**src/rtl/dti_apb_master_arbiter.sv**
```systemverilog
// dti_apb_master_arbiter: round-robin sharing of one APB master port among NUM_REQ requesters
module dti_apb_master_arbiter #(
  parameter int NUM_REQ = 2,
  parameter int ADDR_W  = 32,
  parameter int DATA_W  = 32,
  parameter int TIMEOUT = 16
) (
  input  logic                      PCLK,
  input  logic                      PRESETn,
  input  logic [NUM_REQ-1:0]        req_valid,
  input  logic [NUM_REQ-1:0]        req_write,
  input  logic [NUM_REQ*ADDR_W-1:0] req_addr,
  input  logic [NUM_REQ*DATA_W-1:0] req_wdata,
  output logic [NUM_REQ-1:0]        req_ready,
  output logic [NUM_REQ-1:0]        rsp_valid,
  output logic [DATA_W-1:0]         rsp_rdata,
  output logic                      rsp_err,
  output logic                      PSEL,
  output logic                      PENABLE,
  output logic                      PWRITE,
  output logic [ADDR_W-1:0]         PADDR,
  output logic [DATA_W-1:0]         PWDATA,
  input  logic [DATA_W-1:0]         PRDATA,
  input  logic                      PREADY,
  input  logic                      PSLVERR
);
  localparam int IW = $clog2(NUM_REQ);
  localparam int WW = $clog2(TIMEOUT + 1);

  typedef enum logic [1:0] {IDLE, SETUP, ACCESS} state_t;

  state_t              state_q, state_d;
  logic [IW-1:0]       ptr_q, ptr_d, gnt_q, gnt_d, idx, pick;
  logic [WW-1:0]       wd_q, wd_d;
  logic [ADDR_W-1:0]   paddr_q, paddr_d;
  logic                pwrite_q, pwrite_d;
  logic [DATA_W-1:0]   pwdata_q, pwdata_d;
  logic [NUM_REQ-1:0]  rsp_valid_q, rsp_valid_d;
  logic [DATA_W-1:0]   rdata_q, rdata_d;
  logic                err_q, err_d;
  logic                found, grant, tmo, done;

  // first pending requester at or above the pointer, wrapping
  always_comb begin
    found = 1'b0;
    pick  = '0;
    idx   = '0;
    for (int k = NUM_REQ - 1; k >= 0; k--) begin
      idx = IW'((int'(ptr_q) + k) % NUM_REQ);
      if (req_valid[idx]) begin
        found = 1'b1;
        pick  = idx;
      end
    end
  end

  // next state, latched transfer, watchdog and response capture
  always_comb begin
    state_d     = state_q;
    ptr_d       = ptr_q;
    gnt_d       = gnt_q;
    wd_d        = wd_q;
    paddr_d     = paddr_q;
    pwrite_d    = pwrite_q;
    pwdata_d    = pwdata_q;
    rsp_valid_d = '0;
    rdata_d     = rdata_q;
    err_d       = err_q;
    grant       = (state_q == IDLE) && found;
    tmo         = (state_q == ACCESS) && !PREADY && (wd_q == WW'(TIMEOUT - 1));
    done        = (state_q == ACCESS) && (PREADY || tmo);
    if (grant) begin
      state_d = SETUP;
      gnt_d   = pick;
      ptr_d   = (pick == IW'(NUM_REQ - 1)) ? '0 : pick + 1'b1;
      for (int i = 0; i < NUM_REQ; i++) begin
        if (pick == IW'(i)) begin
          paddr_d  = req_addr[i*ADDR_W +: ADDR_W];
          pwrite_d = req_write[i];
          pwdata_d = req_wdata[i*DATA_W +: DATA_W];
        end
      end
    end
    if (state_q == SETUP) state_d = ACCESS;
    if (state_q == ACCESS) begin
      wd_d = done ? '0 : (wd_q == WW'(TIMEOUT)) ? wd_q : wd_q + 1'b1;
      if (done) begin
        state_d     = IDLE;
        rsp_valid_d = NUM_REQ'(1) << gnt_q;
        rdata_d     = (PREADY && !pwrite_q) ? PRDATA : '0;
        err_d       = PREADY ? PSLVERR : 1'b1;
      end
    end
  end

  // state and output registers
  always_ff @(posedge PCLK or negedge PRESETn) begin
    if (!PRESETn) begin
      state_q     <= IDLE;
      ptr_q       <= '0;
      gnt_q       <= '0;
      wd_q        <= '0;
      paddr_q     <= '0;
      pwrite_q    <= 1'b0;
      pwdata_q    <= '0;
      rsp_valid_q <= '0;
      rdata_q     <= '0;
      err_q       <= 1'b0;
    end else begin
      state_q     <= state_d;
      ptr_q       <= ptr_d;
      gnt_q       <= gnt_d;
      wd_q        <= wd_d;
      paddr_q     <= paddr_d;
      pwrite_q    <= pwrite_d;
      pwdata_q    <= pwdata_d;
      rsp_valid_q <= rsp_valid_d;
      rdata_q     <= rdata_d;
      err_q       <= err_d;
    end
  end

  // acceptance is suppressed while reset is held so every output reads 0
  assign req_ready = (PRESETn && grant) ? (NUM_REQ'(1) << pick) : '0;
  assign PSEL      = (state_q != IDLE);
  assign PENABLE   = (state_q == ACCESS);
  assign PADDR     = paddr_q;
  assign PWRITE    = pwrite_q;
  assign PWDATA    = pwdata_q;
  assign rsp_valid = rsp_valid_q;
  assign rsp_rdata = rdata_q;
  assign rsp_err   = err_q;
endmodule

```
**config.mk**
```make
export PLATFORM = sky130hd
export DESIGN_NAME = dti_apb_master_arbiter
export DESIGN_NICKNAME = d
export VERILOG_FILES = /design/src/rtl/dti_apb_master_arbiter.sv
export SDC_FILE = /design/constraint.sdc
export NUM_CORES = 1
export LEC_CHECK = 0
export CORE_MARGIN = 2
export CORE_UTILIZATION = 41
export DETAILED_ROUTE_END_ITERATION = 16
export PLACE_DENSITY = 0.85
export SKIP_LAST_GASP = 1
export SYNTH_ARGS = -nofsm -noshare
export SYNTH_HDL_FRONTEND = slang
export SYNTH_SLANG_ARGS = --single-unit
```
**constraint.sdc**
```tcl
create_clock -name PCLK -period 3 [get_ports PCLK]
set_clock_uncertainty 0.05 [all_clocks]
set_input_delay 0.75 -clock PCLK [delete_from_list [all_inputs] [get_ports PCLK]]
set_output_delay 0.75 -clock PCLK [all_outputs]
set_load 0.01 [all_outputs]
```
==> flow_summary.toml <==
[outcome]
outcome = "complete, no violations"

[worst_setup_path]
cp-end-kind = "primary output"
start_kind = "primary input"
cp_max_fo = 3
crit_required_ps = 2200
worstPathArrival_ps = 2010
rrSetupSlack_ps = 910
r2r_end = "rsp_rdata[5]$_DFFE_PN0P_"
r2r_start = "wd_q[0]$_DFFE_PN0P_"
crit_end = "req_ready[1]"
r2r_cells = 7
startpoint = "req_valid[1]"
path_class = "in -> out"

[finish]
final_cell_count_no_fill = 826
synthToLayoutAreaGrowth_pct = 65.0
drive_gt1_share_pct = 5.14
layout.nets = 848

[timing]
relSlewSlack_pct = 51.1
setup_viol = 0
min_period_ps = 2810
hold_viol = 0
tightest_slew_ps = 734
drv_slew = 0
worst_slack_ps = 188
fmax_mhz = 356
period_share_pct = 93.7
rsz0062_at_grt = "no"

[power]
p_leak_uw = 0.00352
p_per_area_nw_per_um2 = 922
fin_total_pwr_uw = 7230
vdd_drop_max_mv = 0.538

[synthesis]
ys_types = 31
syn_nets = 598
synth_cells = 427
synth_top_area_cell = "dfrtp_1"
async_reset_ff_share_pct = 100
synth.most_common_cell = "dfrtp_1"
synth_area_um2 = 4760
synth_seq_cells = 109
syn_avg_cell_area_um2 = 11.1
ys_seq_area_share_pct = 57.4
ys_warn_count = 0
ys.flop_type = "dfrtp_1"
synth_top_area_share_pct = 57.4
synth-edff-count = 0
ys_top_cells_by_area = "dfrtp_1, a221o_1, and3_1, o21ai_0, nand2_1"
yosys-top-cells-count = "dfrtp_1, and3_1, o21ai_0"

[global_route]
grt_pass1_vias = 4768
antenna_found_initial = 1
grt_pass1_wl_mm = 24.1
grt_use_met2_pct = 41.9
grt_usage_pct = 24.1
grt-ovfl-total = 0
gr-usage-met3_pct = 5.88
use_met1_pct = 28.7
busiest_layer = "met2"
grt_start_max_net_pins = 67

[cts]
cts_setup_buffers = 0
clk_path_buf_depth = 2
cts_tree = "done"
cts_root_buffer = "clkbuf_16"
htreeDepth = 3
clkTransAtPathRegs_ps = 70
clock_sinks = 109
worstSkewPairLatency_ps = 340
numCtsBuffers = 9

[floorplanning]
rows = 39
die_y_um = 112
dieArea_um2 = 12500
die_x_um = 112
start_util_pct = 41.8
core_area_um2 = 11400
ioPinCount = 272

[routing]
wl_per_cell_um = 18.5
drcViolationCount = 0
ant_nets = 0
totalWireLength_mm = 15.3
num_vias = 4564
drt_iter0_drc = 311
routed_via_density = 5.53
first_pass_iters = 5

[placed_design]
dp_hpwl_mm = 11.0
placed_cells_incl_taps = 809
gp_congestion = 0.830
preCtsSetupSlack_ps = -77.5
io_buffers = 271

[worst_hold_path]
hp-class = "in -> async"

[job]
maxCapViolCount = 0
-- sequential cells by signal (all words and copies together), names as in the netlist --
name and count:
ptr_q 1, rsp_valid 2, gnt_q 1, PADDR 32, PWRITE 1, state_q 2
rsp_err 1, wd_q 5, PWDATA 32, rsp_rdata 32
-- kinds of logic after synthesis --
| family | share of synthesized area [%] |
|---|---|
| compound gates | 23.0 |
| fa+ha+maj | 0.789 |
| flops | 57.4 |
| buf+inv | 5.16 |
| simple gates | 13.7 |
-- metal layers --
layer	wire, µm	share of wire [%]	vias up
li1	-	-	2105
met1	6010	39	2210
met2	7720	50	218
met4	419	2.7	0
met5	0	0	-
met3	1160	7.6	31
-- power by group --
part / internal [µW] / total (µW) / switching, µW
combinational: 1950 / 3470 / 1520
sequential: 2140 / 2560 / 416
clock: 686 / 1200 / 514
-- worst min-delay path by stage --
stage	startpoint	end	slack, ps	cells after the start
after floorplan	gnt_q$_DFFE_PN0P_	rsp_valid[0]$_DFF_PN0_	370	1
after global placement	gnt_q$_DFFE_PN0P_	rsp_valid[0]$_DFF_PN0_	390	1
after detailed placement	gnt_q$_DFFE_PN0P_	rsp_valid[0]$_DFF_PN0_	390	1
after CTS	PRESETn	PWDATA[9]$_DFFE_PN0P_	180	1
after global routing	PRESETn	PWDATA[11]$_DFFE_PN0P_	190	1
final	PRESETn	PWDATA[11]$_DFFE_PN0P_	190	1
-- placed cells by master, fill, tap and decap left out, types with 2 or more instances in the layout --
master             n
and3_1            68
clkinv_2           2
a22o_1             2
a21oi_1            3
nand2b_1           3
clkdlybuf4s50_1  267
a221o_1           65
clkbuf_16          9
nand3_1            2
nand2_1           35
ha_1               3
o2bb2ai_1          2
o21ai_0           67
clkbuf_8           2
diode_2            2
a21o_1             2
inv_1              7
buf_4             13
dfrtp_1          109
dlygate4sd2_1      2
-- worst max-delay path: stages --
cell and delay, ps:
dlygate4sd2_1 350, and3_4 240, and2_1 110, clkdlybuf4s50_1 560
-- stage by stage --
stage / TNS, ps / area (µm²) / hold slack, ps / utilization [%]
global placement: -81.3 / 7540 / 387 / 66.3
CTS: -16.6 / 7840 / 184 / 68.9
floorplan: 0 / 4760 / 368 / -
global route: 0 / 7840 / 188 / 69.0
finish: 0 / 7850 / 193 / 69.0
detailed placement: -117 / 7540 / 385 / 66.3
-- cell type report --
cell class	instances	area, µm²
multi-input combinational	266	1800
clock buffer	11	253
fill	869	3520
tap	143	179
antenna	2	5.00
inverter	8	30.0
clock inverter	4	47.5
sequential	109	2730
timing repair buffer	283	2800
-- repair_timing --
action,4_1_cts,5_1_grt
gates cloned,0,0
endpoints found under the setup margin,2,1
hold endpoints to repair,0,0
gates resized for setup,2,1
hold buffers,0,0
Power figures use the tool's default switching activity.
